<file path="config.mk">
export PLATFORM = sky130hd
export DESIGN_NAME = pll_lock_rst_seq
export DESIGN_NICKNAME = d
export VERILOG_FILES = /design/src/rtl/pll_lock_rst_seq.sv
export SDC_FILE = /design/constraint.sdc
export NUM_CORES = 1
export LEC_CHECK = 0
export BUFFER_PORTS_ARGS = -buffer_cell sky130_fd_sc_hd__clkbuf_2
export CAP_MARGIN = 15
export CELL_PAD_IN_SITES_DETAIL_PLACEMENT = 0
export CELL_PAD_IN_SITES_GLOBAL_PLACEMENT = 2
export CORE_MARGIN = 1.5
export CORE_UTILIZATION = 35
export DETAILED_ROUTE_END_ITERATION = 10
export PLACE_DENSITY_LB_ADDON = 0.25
export SYNTH_ARGS = -nofsm -noshare
export SYNTH_HDL_FRONTEND = slang
export SYNTH_SLANG_ARGS = --single-unit
export TNS_END_PERCENT = 50
</file>
<file path="constraint.sdc">
create_clock -name clk -period 2.46 [get_ports clk]
set_clock_uncertainty 0.2 [all_clocks]
set_input_delay 0.615 -clock clk [delete_from_list [all_inputs] [get_ports clk]]
set_output_delay 0.615 -clock clk [all_outputs]
set_load 0.05 [all_outputs]
</file>
<file path="src/rtl/pll_lock_rst_seq.sv">
// PLL reset/lock sequencer: pulses pll_rst, waits for lock with timeout/retry, qualifies stability, then releases sys_rst.
// Latency: lock rise in WAIT_LOCK to sys_rst fall = 2 sync + 1 + STABLE_CYCLES edges; no backpressure (free-running control).
// Optional macro PLL_LOCK_GLITCH_FILTER_EN: in RUN, lock loss needs LOSS_FILTER consecutive low cycles.
module pll_lock_rst_seq #(
  parameter int RST_CYCLES    = 20,
  parameter int LOCK_TIMEOUT  = 50000,
  parameter int STABLE_CYCLES = 64,
  parameter int MAX_RETRY     = 3,
  parameter int CNT_W         = 16,
  parameter int LOSS_FILTER   = 4
) (
  input  logic       clk,
  input  logic       rst,
  input  logic       pll_lock,
  output logic       pll_rst,
  output logic       sys_rst,
  output logic       lock_ok,
  output logic       fail,
  output logic       lock_lost,
  output logic [7:0] loss_cnt,
  output logic [2:0] state_dbg
);

  typedef enum logic [2:0] {
    PLL_RST   = 3'd0,
    WAIT_LOCK = 3'd1,
    STABLE    = 3'd2,
    RUN       = 3'd3,
    FAIL      = 3'd4
  } state_t;

  localparam int RTRY_W = (MAX_RETRY > 0) ? $clog2(MAX_RETRY + 1) : 1;

  localparam logic [CNT_W-1:0]  RST_LAST = CNT_W'(RST_CYCLES - 1);
  localparam logic [CNT_W-1:0]  TMO_LAST = CNT_W'(LOCK_TIMEOUT - 1);
  localparam logic [CNT_W-1:0]  STB_LAST = CNT_W'(STABLE_CYCLES - 1);
  localparam logic [RTRY_W-1:0] RTRY_MAX = RTRY_W'(MAX_RETRY);

  if (RST_CYCLES < 1 || LOCK_TIMEOUT < 1 || STABLE_CYCLES < 1 || MAX_RETRY < 0 ||
      LOSS_FILTER < 1 || CNT_W < 1) begin : g_bad_param
    $error("pll_lock_rst_seq: illegal parameter value");
  end

  state_t             state, state_nx;
  logic [CNT_W-1:0]   cnt, cnt_nx;
  logic [RTRY_W-1:0]  retry, retry_nx;
  logic               loss_ev;
  logic               lock_m, lock_s;

  // pll_lock comes from the PLL's own domain; two flops before any decision
  always_ff @(posedge clk) begin
    if (rst) begin
      lock_m <= 1'b0;
      lock_s <= 1'b0;
    end else begin
      lock_m <= pll_lock;
      lock_s <= lock_m;
    end
  end

  always_comb begin
    state_nx = state;
    cnt_nx   = cnt;
    retry_nx = retry;
    loss_ev  = 1'b0;
    case (state)
      PLL_RST: begin
        if (cnt == RST_LAST) begin
          state_nx = WAIT_LOCK;
          cnt_nx   = '0;
        end else begin
          cnt_nx = cnt + 1'b1;
        end
      end
      WAIT_LOCK: begin
        // a lock seen on the timeout cycle still counts as a lock
        if (lock_s) begin
          state_nx = STABLE;
          cnt_nx   = '0;
        end else if (cnt == TMO_LAST) begin
          cnt_nx = '0;
          if (retry == RTRY_MAX) begin
            state_nx = FAIL;
          end else begin
            retry_nx = retry + 1'b1;
            state_nx = PLL_RST;
          end
        end else begin
          cnt_nx = cnt + 1'b1;
        end
      end
      STABLE: begin
        if (!lock_s) begin
          state_nx = WAIT_LOCK;
          cnt_nx   = '0;
        end else if (cnt == STB_LAST) begin
          state_nx = RUN;
          cnt_nx   = '0;
          retry_nx = '0;
        end else begin
          cnt_nx = cnt + 1'b1;
        end
      end
      RUN: begin
`ifdef PLL_LOCK_GLITCH_FILTER_EN
        // cnt doubles as the run-of-low-lock filter counter while in RUN
        if (lock_s) begin
          cnt_nx = '0;
        end else if (cnt == CNT_W'(LOSS_FILTER - 1)) begin
          loss_ev = 1'b1;
        end else begin
          cnt_nx = cnt + 1'b1;
        end
`else
        loss_ev = !lock_s;
`endif
        if (loss_ev) begin
          state_nx = PLL_RST;
          cnt_nx   = '0;
        end
      end
      FAIL: begin
        state_nx = FAIL;
      end
      default: begin
        state_nx = PLL_RST;
        cnt_nx   = '0;
      end
    endcase
  end

  // outputs decode the next state so they move on the same edge as the state
  always_ff @(posedge clk) begin
    if (rst) begin
      state     <= PLL_RST;
      cnt       <= '0;
      retry     <= '0;
      loss_cnt  <= '0;
      pll_rst   <= 1'b1;
      sys_rst   <= 1'b1;
      lock_ok   <= 1'b0;
      fail      <= 1'b0;
      lock_lost <= 1'b0;
    end else begin
      state     <= state_nx;
      cnt       <= cnt_nx;
      retry     <= retry_nx;
      if (loss_ev && loss_cnt != 8'hFF) loss_cnt <= loss_cnt + 8'd1;
      pll_rst   <= (state_nx == PLL_RST) || (state_nx == FAIL);
      sys_rst   <= (state_nx != RUN);
      lock_ok   <= (state_nx == RUN);
      fail      <= (state_nx == FAIL);
      lock_lost <= loss_ev;
    end
  end

  assign state_dbg = state;

endmodule

</file>
# ---- After elaboration in Yosys (flattened, before gate mapping)
# Cells that the tools add are included.
dict set report word_totals {
  register_bits 36
  in_bits 3
}
dict set report op_classes {
  n_eq_ne 18
  reduce_logical 8
  bitwise_logic 1
  add_sub_neg 3
  n_mux 22
}
# operator count
set ops {}
lappend ops {{16-bit two-way mux} 6}
lappend ops {{16-bit one-hot mux with 5 select lines} 1}
lappend ops {{3-bit two-way mux} 7}
lappend ops {{16-bit by 1-bit adder with 16-bit output, second input constant} 1}
lappend ops {{16-bit equality test, second input constant} 1}
lappend ops {{16-bit by 5-bit equality test with 1-bit output, second input constant} 1}
lappend ops {{16-bit by 6-bit equality test with 1-bit output, second input constant} 1}
lappend ops {{3-bit one-hot mux with 5 select lines} 1}
lappend ops {{2-bit inequality test, second input constant} 6}
lappend ops {{2-bit two-way mux} 5}
lappend ops {{3-bit by 2-bit equality test with 1-bit output, second input constant} 3}
lappend ops {{8-bit by 1-bit adder with 8-bit output, second input constant} 1}
lappend ops {{8-bit inequality test, second input constant} 1}
lappend ops {{3-bit equality test, second input constant} 2}
lappend ops {{3-bit zero test} 2}
lappend ops {{6-bit AND reduction} 1}
lappend ops {{2-bit one-hot mux with 2 select lines} 1}
lappend ops {{3-bit by 1-bit equality test with 1-bit output, second input constant} 1}
lappend ops {{3-bit by 2-bit inequality test with 1-bit output, second input constant} 1}
lappend ops {{2-bit by 1-bit adder with 2-bit output, second input constant} 1}
lappend ops {{2-bit equality test, second input constant} 1}
lappend ops {{2-bit AND reduction} 1}
lappend ops {{2-bit nonzero test} 1}
lappend ops {{1-bit logical AND} 1}
lappend ops {{4 further kinds} 4}

# ---- Logic depth before layout (Yosys ltp)
# Gate-level depths: netlist of the first run.
dict set report logic_depth {
  word_depth 7
  depth_mapped 7
  ltp_nobuf 6
}

# ---- Worst setup path before layout of the first run
# OpenSTA, ideal clock, no wires.
dict set report synth_timing {
  path_kind {register -> register}
  startpoint {register state[0] (netlist: state_dbg[0])}
  endpoint {register retry[0]}
  stages_incl_launch_ff 7
  period_less_slack_ns 2.389
  slack_ns 0.071
  n_path_buf 1
  arrival_time_ns 2.068
  path_cell_list {dfxtp_1 -> clkbuf_1 -> or3b_2 -> nor2_1 -> a22oi_1 -> a21oi_1 -> mux2_2}
}
dict set report synth_between {
  elab_chain_cells 3
  word_cells_on_any_way 10
  cone_classes {7 x eq/ne; 1 x mux; 2 x reduce/logical}
}
# item line
set synth_lines {}
lappend synth_lines {{start: declaration} 44} ;# state_t state, state_nx;
lappend synth_lines {{start signal: assignment} 145} ;# state <= state_nx;
lappend synth_lines {{3-bit by 2-bit equality test with 1-bit output / 3-bit by 1-bit equality test with 1-bit output (equally long branches)} 66} ;# case (state)
lappend synth_lines {{2-bit inequality test (no source line) / 2-bit nonzero test (equally long branches)} n/a}
lappend synth_lines {{6-bit AND reduction (no source line)} n/a}
lappend synth_lines {{end signal: assignment} 147} ;# retry <= retry_nx;
lappend synth_lines {{end: declaration} 46} ;# logic [RTRY_W-1:0] retry, retry_nx;
# Parallel ways exist; a longest one is shown, timed or not.
# A chain may end at the register's enable or synchronous reset.

# ---- Worst setup path after layout of the first run
dict set report layout_timing {
  startpoint {register cnt[10]}
  endpoint {register retry[1]}
}
dict set report layout_between {
  elab_chain_cells 3
  word_cells_on_any_way 5
  cone_classes {4 x eq/ne; 1 x reduce/logical}
}
# item line
set layout_lines {}
lappend layout_lines {{start: declaration} 45} ;# logic [CNT_W-1:0] cnt, cnt_nx;
lappend layout_lines {{start signal: assignment} 146} ;# cnt <= cnt_nx;
lappend layout_lines {{16-bit by 6-bit equality test with 1-bit output / 16-bit equality test (equally long branches)} {96, 80}}
lappend layout_lines {{2-bit inequality test (no source line)} n/a}
lappend layout_lines {{6-bit AND reduction (no source line) (*)} n/a}
# Mark *: on every way between the ends. The rest lies on a longest branch, timed or not.

==> flow_metrics.py, run 1 <==
metrics = {
    "detailed_routing": {
        "avgViaCountPerCell": 5.24,
        "remaining_drc_errors": 0,
        "drtIter0Drc": 94,
        "first_pass_iters": 4,
        "postRouteAntennaNets": 0,
        "wl_per_cell_um": 13.5,
        "vias": 1573,
        "drt-total-wl_um": 4050,
    },
    "synth": {
        "synth_cell_types": 49,
        "synthDominantAreaCellType": "dfxtp_1",
        "synth-edff-count": 0,
        "avgSynthCellArea_sq_um": 8.66,
        "ys.warnings.count": 0,
        "yosysTopAreaCellShare": 0.400,
        "syn_inst": 208,
        "synth_area_sq_mm": 0.00180,
        "syn_nets": 214,
        "synth_flop_cell": "dfxtp_1",
        "synth_area_leaders": "dfxtp_1 (40%), nor2_1 (6.3%), xnor2_1 (4.9%)",
        "ys_seq_elements": 36,
        "synth-async-reset-ratio": 0,
        "yosysSeqAreaShare": 0.400,
    },
    "global_route": {
        "busiest_layer": "met2",
        "gr-usage-met1": 0.206,
        "track_usage": 0.161,
        "grt_max_degree": 15,
        "grtUsageMet2": 0.263,
        "grtUsageMet3": 0.0361,
        "globalRoute.totalOverflow": 0,
        "antenna_found_initial": 0,
        "grt_first_pass_wirelength_um": 6770,
        "grt_pass1_vias": 1458,
    },
    "final_layout": {
        "syn_to_final_growth_pct": 17.1,
        "drive_above_1_share": 0.189,
        "diodes": 0,
        "num-nets-final": 238,
        "utilization": 0.435,
        "fill_cells": 506,
    },
    "critical_path": {
        "crit_chain": "or4_4, nor4_4, a22oi_1, a21oi_1, mux2_2",
        "cp_data_required_time_ns": 2.44,
        "slowest_delay_ns": 0.58,
        "crit_type": "reg2reg",
        "slowest_stage": "or4_4",
        "cp_max_fo": 4,
        "start_kind": "flop",
        "cp.arrival_ns": 2.34,
        "critPathCaptureType": "flop",
    },
    "pwr": {
        "clkPwrFrac": 0.449,
        "power.leakage_uw": 0.000789,
        "power.share.sequential": 0.526,
        "p_int_uw": 902,
        "vdd_drop_max_mv": 0.262,
        "p_comb_frac": 0.025,
        "switching_power_uw": 236,
        "p_per_area_mw_per_mm2": 539,
        "p_total_uw": 1140,
        "swShare": 0.207,
    },
    "cts": {
        "numCtsBuffers": 5,
        "cts_sinks": 36,
        "htree_levels": 2,
        "clkSlewWorstSetupHoldPaths_ns": 0.07,
        "cts_root_buf": "clkbuf_8",
        "post_cts_buffers": 0,
        "cts_tree": "done",
        "cts_buffer_depth": 2,
        "postCtsResizedCells": 0,
        "insertion_delay_ns": 0.29,
        "cts_hold_buf": 0,
    },
    "placement": {
        "place_ws_ns": 0.151,
        "portBuffers": 18,
        "place_hpwl_um": 3030,
        "place.gp.congestion": 0.799,
    },
    "floorplan": {
        "die_x_um": 74.8,
        "initial_core_util": 0.372,
        "die_h_um": 74.8,
        "die_area_sq_mm": 0.00559,
        "fp-row-count": 25,
        "ios": 19,
        "placeableCoreArea_sq_mm": 0.00485,
    },
    "sta": {
        "setup_slack_ns": 0.0952,
        "drv_slew": 0,
        "slew-limit-headroom": 0.645,
        "period_share": 0.961,
        "final_hold_viol_count": 0,
        "layout_min_cycle_time_ns": 2.36,
        "whs_ns": 0.240,
        "fmax_mhz": 423,
        "worstMarginPinSlew_ns": 0.528,
        "setup_viol": 0,
    },
    "min_path": {
        "hold_class": "reg2reg",
    },
    "run": {
        "cap_violations": 0,
    },
    "status": {
        "status": "finished clean",
    },
}
-- cells in the final DEF (no fill, tap or decap), drive strengths merged, types with 4 or more instances in the layout --
cell and instances:
inv 5, buf 8, a21oi 8, nor3 9, nor4 7, clkbuf 24, nand2b 4, nand3 9
nor2b 4, nand2 20, xnor2 10, nor2 30, o21ai 6, dfxtp 36, xor2 5
-- cell families after synthesis --
kind of cell / synth area share
flip-flops: 0.400
AND/OR/NAND/NOR: 0.348
XOR/XNOR: 0.0729
adder cells (fa/ha/maj): 0.0208
buffers and inverters: 0.0340
AO/OA/AOI/OAI: 0.106
multiplexers: 0.0181
-- worst max-delay path, delay by kind of cell (launching register included) --
kind / cells / cell delay (ns)
compound gates: 2 / 0.33
flops: 1 / 0.34
simple gates: 2 / 1.04
mux: 1 / 0.36
-- stage by stage --
step | std cells | setup TNS, ns | cell area (sq um)
after floorplan | 208 | 0 | 1800
after global placement | 292 | 0 | 1990
after detailed placement | 292 | 0 | 1990
after CTS | 300 | 0 | 2100
after global routing | 300 | -0.00771 | 2110
final | 300 | 0 | 2110
-- state kept, by name, summed over array words and instances, names as in the netlist --
signal	count
lock_lost	1
loss_cnt	8
lock_s	1
lock_m	1
state_dbg	3
cnt	16
pll_rst	1
sys_rst	1
retry	2
fail	1
lock_ok	1
-- worst paths after layout --
| kind | start | end | slack [ns] | cells after the start |
|---|---|---|---|---|
| worst max-delay path | cnt[10]$_SDFFE_PP0P_ | retry[1]$_SDFFE_PP0P_ | 0.1 | 5 |
| worst min-delay path | lock_m$_SDFF_PP0_ | lock_s$_SDFF_PP0_ | 0.24 | 1 |
| worst max register to register | cnt[10]$_SDFFE_PP0P_ | retry[1]$_SDFFE_PP0P_ | 0.1 | 5 |
| worst min register to register | lock_m$_SDFF_PP0_ | lock_s$_SDFF_PP0_ | 0.24 | 1 |
-- Yosys cell counts (2+ instances only) --
master / n
a211oi_1: 3
nand3_1: 9
nor3b_1: 2
and2_1: 2
nor2b_1: 4
nor4_1: 4
xnor2_1: 10
clkbuf_1: 5
nand2_1: 20
o22ai_1: 2
buf_1: 2
mux2_2: 2
and3_1: 2
nand4_1: 3
nor2_1: 30
xor2_1: 5
or3_1: 3
nor4_4: 2
dfxtp_1: 36
inv_1: 5
a21oi_1: 8
nand4b_1: 3
o21ai_0: 6
nor3_1: 9
and4_1: 2
ha_1: 3
nand2b_1: 4
-- area by class of cell --
| type | instances | area (sq um) | area share |
|---|---|---|---|
| clock buffers | 6 | 72.6 | 0.0344 |
| clock inverters | 2 | 35.0 | 0.0166 |
| inverters | 5 | 18.8 | 0.00890 |
| multi-input cells | 158 | 1030 | 0.488 |
| flip-flops and latches | 36 | 721 | 0.342 |
| well taps | 67 | 83.8 | 0.0397 |
| repair buffers | 26 | 150 | 0.0712 |
-- per-layer routing --
layer | share of wire | wire (um)
met1 | 0.47 | 1890
met2 | 0.47 | 1920
met3 | 0.032 | 130
met4 | 0.025 | 103
met5 | 0 | 0
-- power groups by stage --
stage / logic, uW / clock network, uW / registers, uW
after global routing: 33.8 / 555 / 599
after floorplan: 22.6 / 0 / 608
after detailed placement: 29.9 / 0 / 611
final: 28.7 / 511 / 598
after global placement: 28.5 / 0 / 611
after CTS: 29.6 / 528 / 598
Power figures use the tool's default switching activity.
==> run 2, diff against run 1 <==
--- a/config.mk
+++ b/config.mk
@@ -9,7 +9,7 @@
 export CAP_MARGIN = 15
 export CELL_PAD_IN_SITES_DETAIL_PLACEMENT = 0
 export CELL_PAD_IN_SITES_GLOBAL_PLACEMENT = 2
-export CORE_MARGIN = 1.5
+export CORE_ASPECT_RATIO = 2
 export CORE_UTILIZATION = 35
 export DETAILED_ROUTE_END_ITERATION = 10
 export PLACE_DENSITY_LB_ADDON = 0.25
==> run 2 against run 1 <==
  * Critical path depth is the same
  * Sequential power about the same
  * Utilization down 0.52 points
  * Via count down 0.19%
  * Worst hold slack better by 0.0014 ns
  * Largest power group unchanged
  * Highest routed layer unchanged
==> flow_metrics.py, run 2 (synthesized netlist as in run 1, its figures left out) <==
metrics = {
    "status": {
        "status": "finished clean",
    },
    "critical_path": {
        "crit_type": "reg2reg",
        "cp_data_required_time_ns": 2.49,
        "critPathCaptureType": "flop",
        "rr_startpoint": "cnt[10]$_SDFFE_PP0P_",
        "cp.arrival_ns": 2.35,
        "cp_max_fo": 7,
        "crit_chain": "or4_4, nor4_4, nor4_2, nor4b_4, a21o_1",
        "crit_start": "cnt[10]$_SDFFE_PP0P_",
        "slowest_stage": "or4_4",
        "slowest_delay_ns": 0.59,
        "start_kind": "flop",
    },
    "final_layout": {
        "seq_area_sq_um": 721,
        "multiInputGateArea_sq_mm": 0.00102,
        "num-nets-final": 242,
        "largest_reg_flops": 16,
        "syn_to_final_growth_pct": 17.2,
        "diodes": 0,
        "layout_commonest_cell": "dfxtp_1",
        "mostFrequentLayoutCells": "dfxtp_1 (36), nor2_1 (30), nand2_1 (20)",
        "drive_above_1_share": 0.208,
        "fill_cells": 499,
        "regMostFlops": "cnt",
    },
    "sta": {
        "final_hold_viol_count": 0,
        "whs_ns": 0.242,
        "fmax_mhz": 431,
        "setup_viol": 0,
        "drv_slew": 0,
        "worstMarginPinSlew_ns": 0.974,
        "slew-limit-headroom": 0.345,
        "layout_min_cycle_time_ns": 2.32,
        "period_share": 0.944,
        "rsz0062_at_grt": "no",
        "setup_tns_ns": 0,
    },
    "cts": {
        "htree_levels": 2,
        "cts_hold_buf": 0,
        "cts_sinks": 36,
        "clkSlewWorstSetupHoldPaths_ns": 0.08,
        "insertion_delay_ns": 0.29,
        "cts_tree": "done",
        "numCtsBuffers": 5,
        "cts_root_buf": "clkbuf_8",
        "post_cts_buffers": 0,
        "cts_buffer_depth": 2,
    },
    "pwr": {
        "p_per_area_mw_per_mm2": 513,
        "vdd_drop_max_mv": 0.286,
        "p_total_uw": 1080,
        "power.leakage_uw": 0.000805,
    },
    "floorplan": {
        "die_area_sq_mm": 0.00546,
        "placeableCoreArea_sq_mm": 0.00491,
        "die_h_um": 103,
        "die_x_um": 52.7,
        "initial_core_util": 0.367,
        "fp-row-count": 36,
        "ios": 19,
    },
    "run": {
        "cap_violations": 0,
    },
    "detailed_routing": {
        "routed.top_layer": "met4",
        "wl_per_cell_um": 14.7,
        "vias": 1570,
        "dr_wl_met2_um": 2430,
        "remaining_drc_errors": 0,
        "drtIter0Drc": 45,
        "drt-total-wl_um": 4310,
        "dr_wl_met3_um": 152,
        "postRouteAntennaNets": 0,
        "avgViaCountPerCell": 5.36,
        "m1WireLength_um": 1590,
        "first_pass_iters": 4,
    },
    "global_route": {
        "grt_pass1_vias": 1573,
        "globalRoute.totalOverflow": 0,
        "grt_first_pass_wirelength_um": 7180,
        "grt_max_degree": 19,
        "track_usage": 0.182,
        "antenna_found_initial": 0,
    },
    "min_path": {
        "hold_class": "reg2reg",
        "min_from": "lock_m$_SDFF_PP0_",
    },
    "placement": {
        "place_hpwl_um": 3300,
        "place.gp.congestion": 0.907,
        "portBuffers": 18,
    },
}
==> run 2: cell types whose count changed in the layout (fill, tap and decap cells not counted), sizes merged <==
| cell | previous run | this run |
|---|---|---|
| clkinv | 1 | 0 |
| clkbuf | 24 | 25 |
| bufinv | 1 | 0 |
| buf | 8 | 12 |
==> run 2: layout make-up <==
type / count / area share
tap: 57 / 0.0338
timing repair buffer: 30 / 0.0854
multi-input combinational: 158 / 0.485
sequential: 36 / 0.341
inverter: 5 / 0.00889
clock buffer: 7 / 0.0456
==> run 2: timing repair <==
| item | CTS | global route |
|---|---|---|
| endpoints found under the hold margin | 0 | 0 |
| resized for setup | 0 | 1 |
| setup endpoints to repair | 0 | 2 |
==> run 2: per-layer routing <==
metal,global-route usage,vias to the layer above
li1,-,794
met1,0.174,727
met2,0.353,37
met3,0.0322,12
met4,0.0891,0
met5,0,-
==> run 2: path summary, 6_finish.rpt <==
path,slack (ns),cells past startpoint,to
worst max-delay path,0.14,5,pll_rst$_SDFF_PP1_
worst min-delay path,0.24,1,lock_s$_SDFF_PP0_
worst max register to register,0.14,5,pll_rst$_SDFF_PP1_
worst min register to register,0.24,1,lock_s$_SDFF_PP0_
==> run 2: critical path: cells and delay by family (launching register included) <==
family,cells,cell delay [ns]
flops,1,0.35
simple gates,4,1.56
compound gates,1,0.16
==> run 2: per-stage QoR <==
step	instances	cell area, sq um	setup WS, ns	util
global route	293	2110	0.0227	0.430
CTS	293	2110	0.0867	0.429
finish	293	2110	0.139	0.430
floorplan	208	1800	0.0710	-
detailed placement	286	2010	0.112	0.410
global placement	286	2010	0.203	0.410
==> run 2: power by group <==
part / internal, uW / total (uW) / switching (uW) / leakage (uW)
Sequential: 590 / 598 / 8.17 / 0.000291
Combinational: 12.3 / 29.0 / 16.7 / 0.000464
Clock: 249 / 456 / 206 / 0.0000503
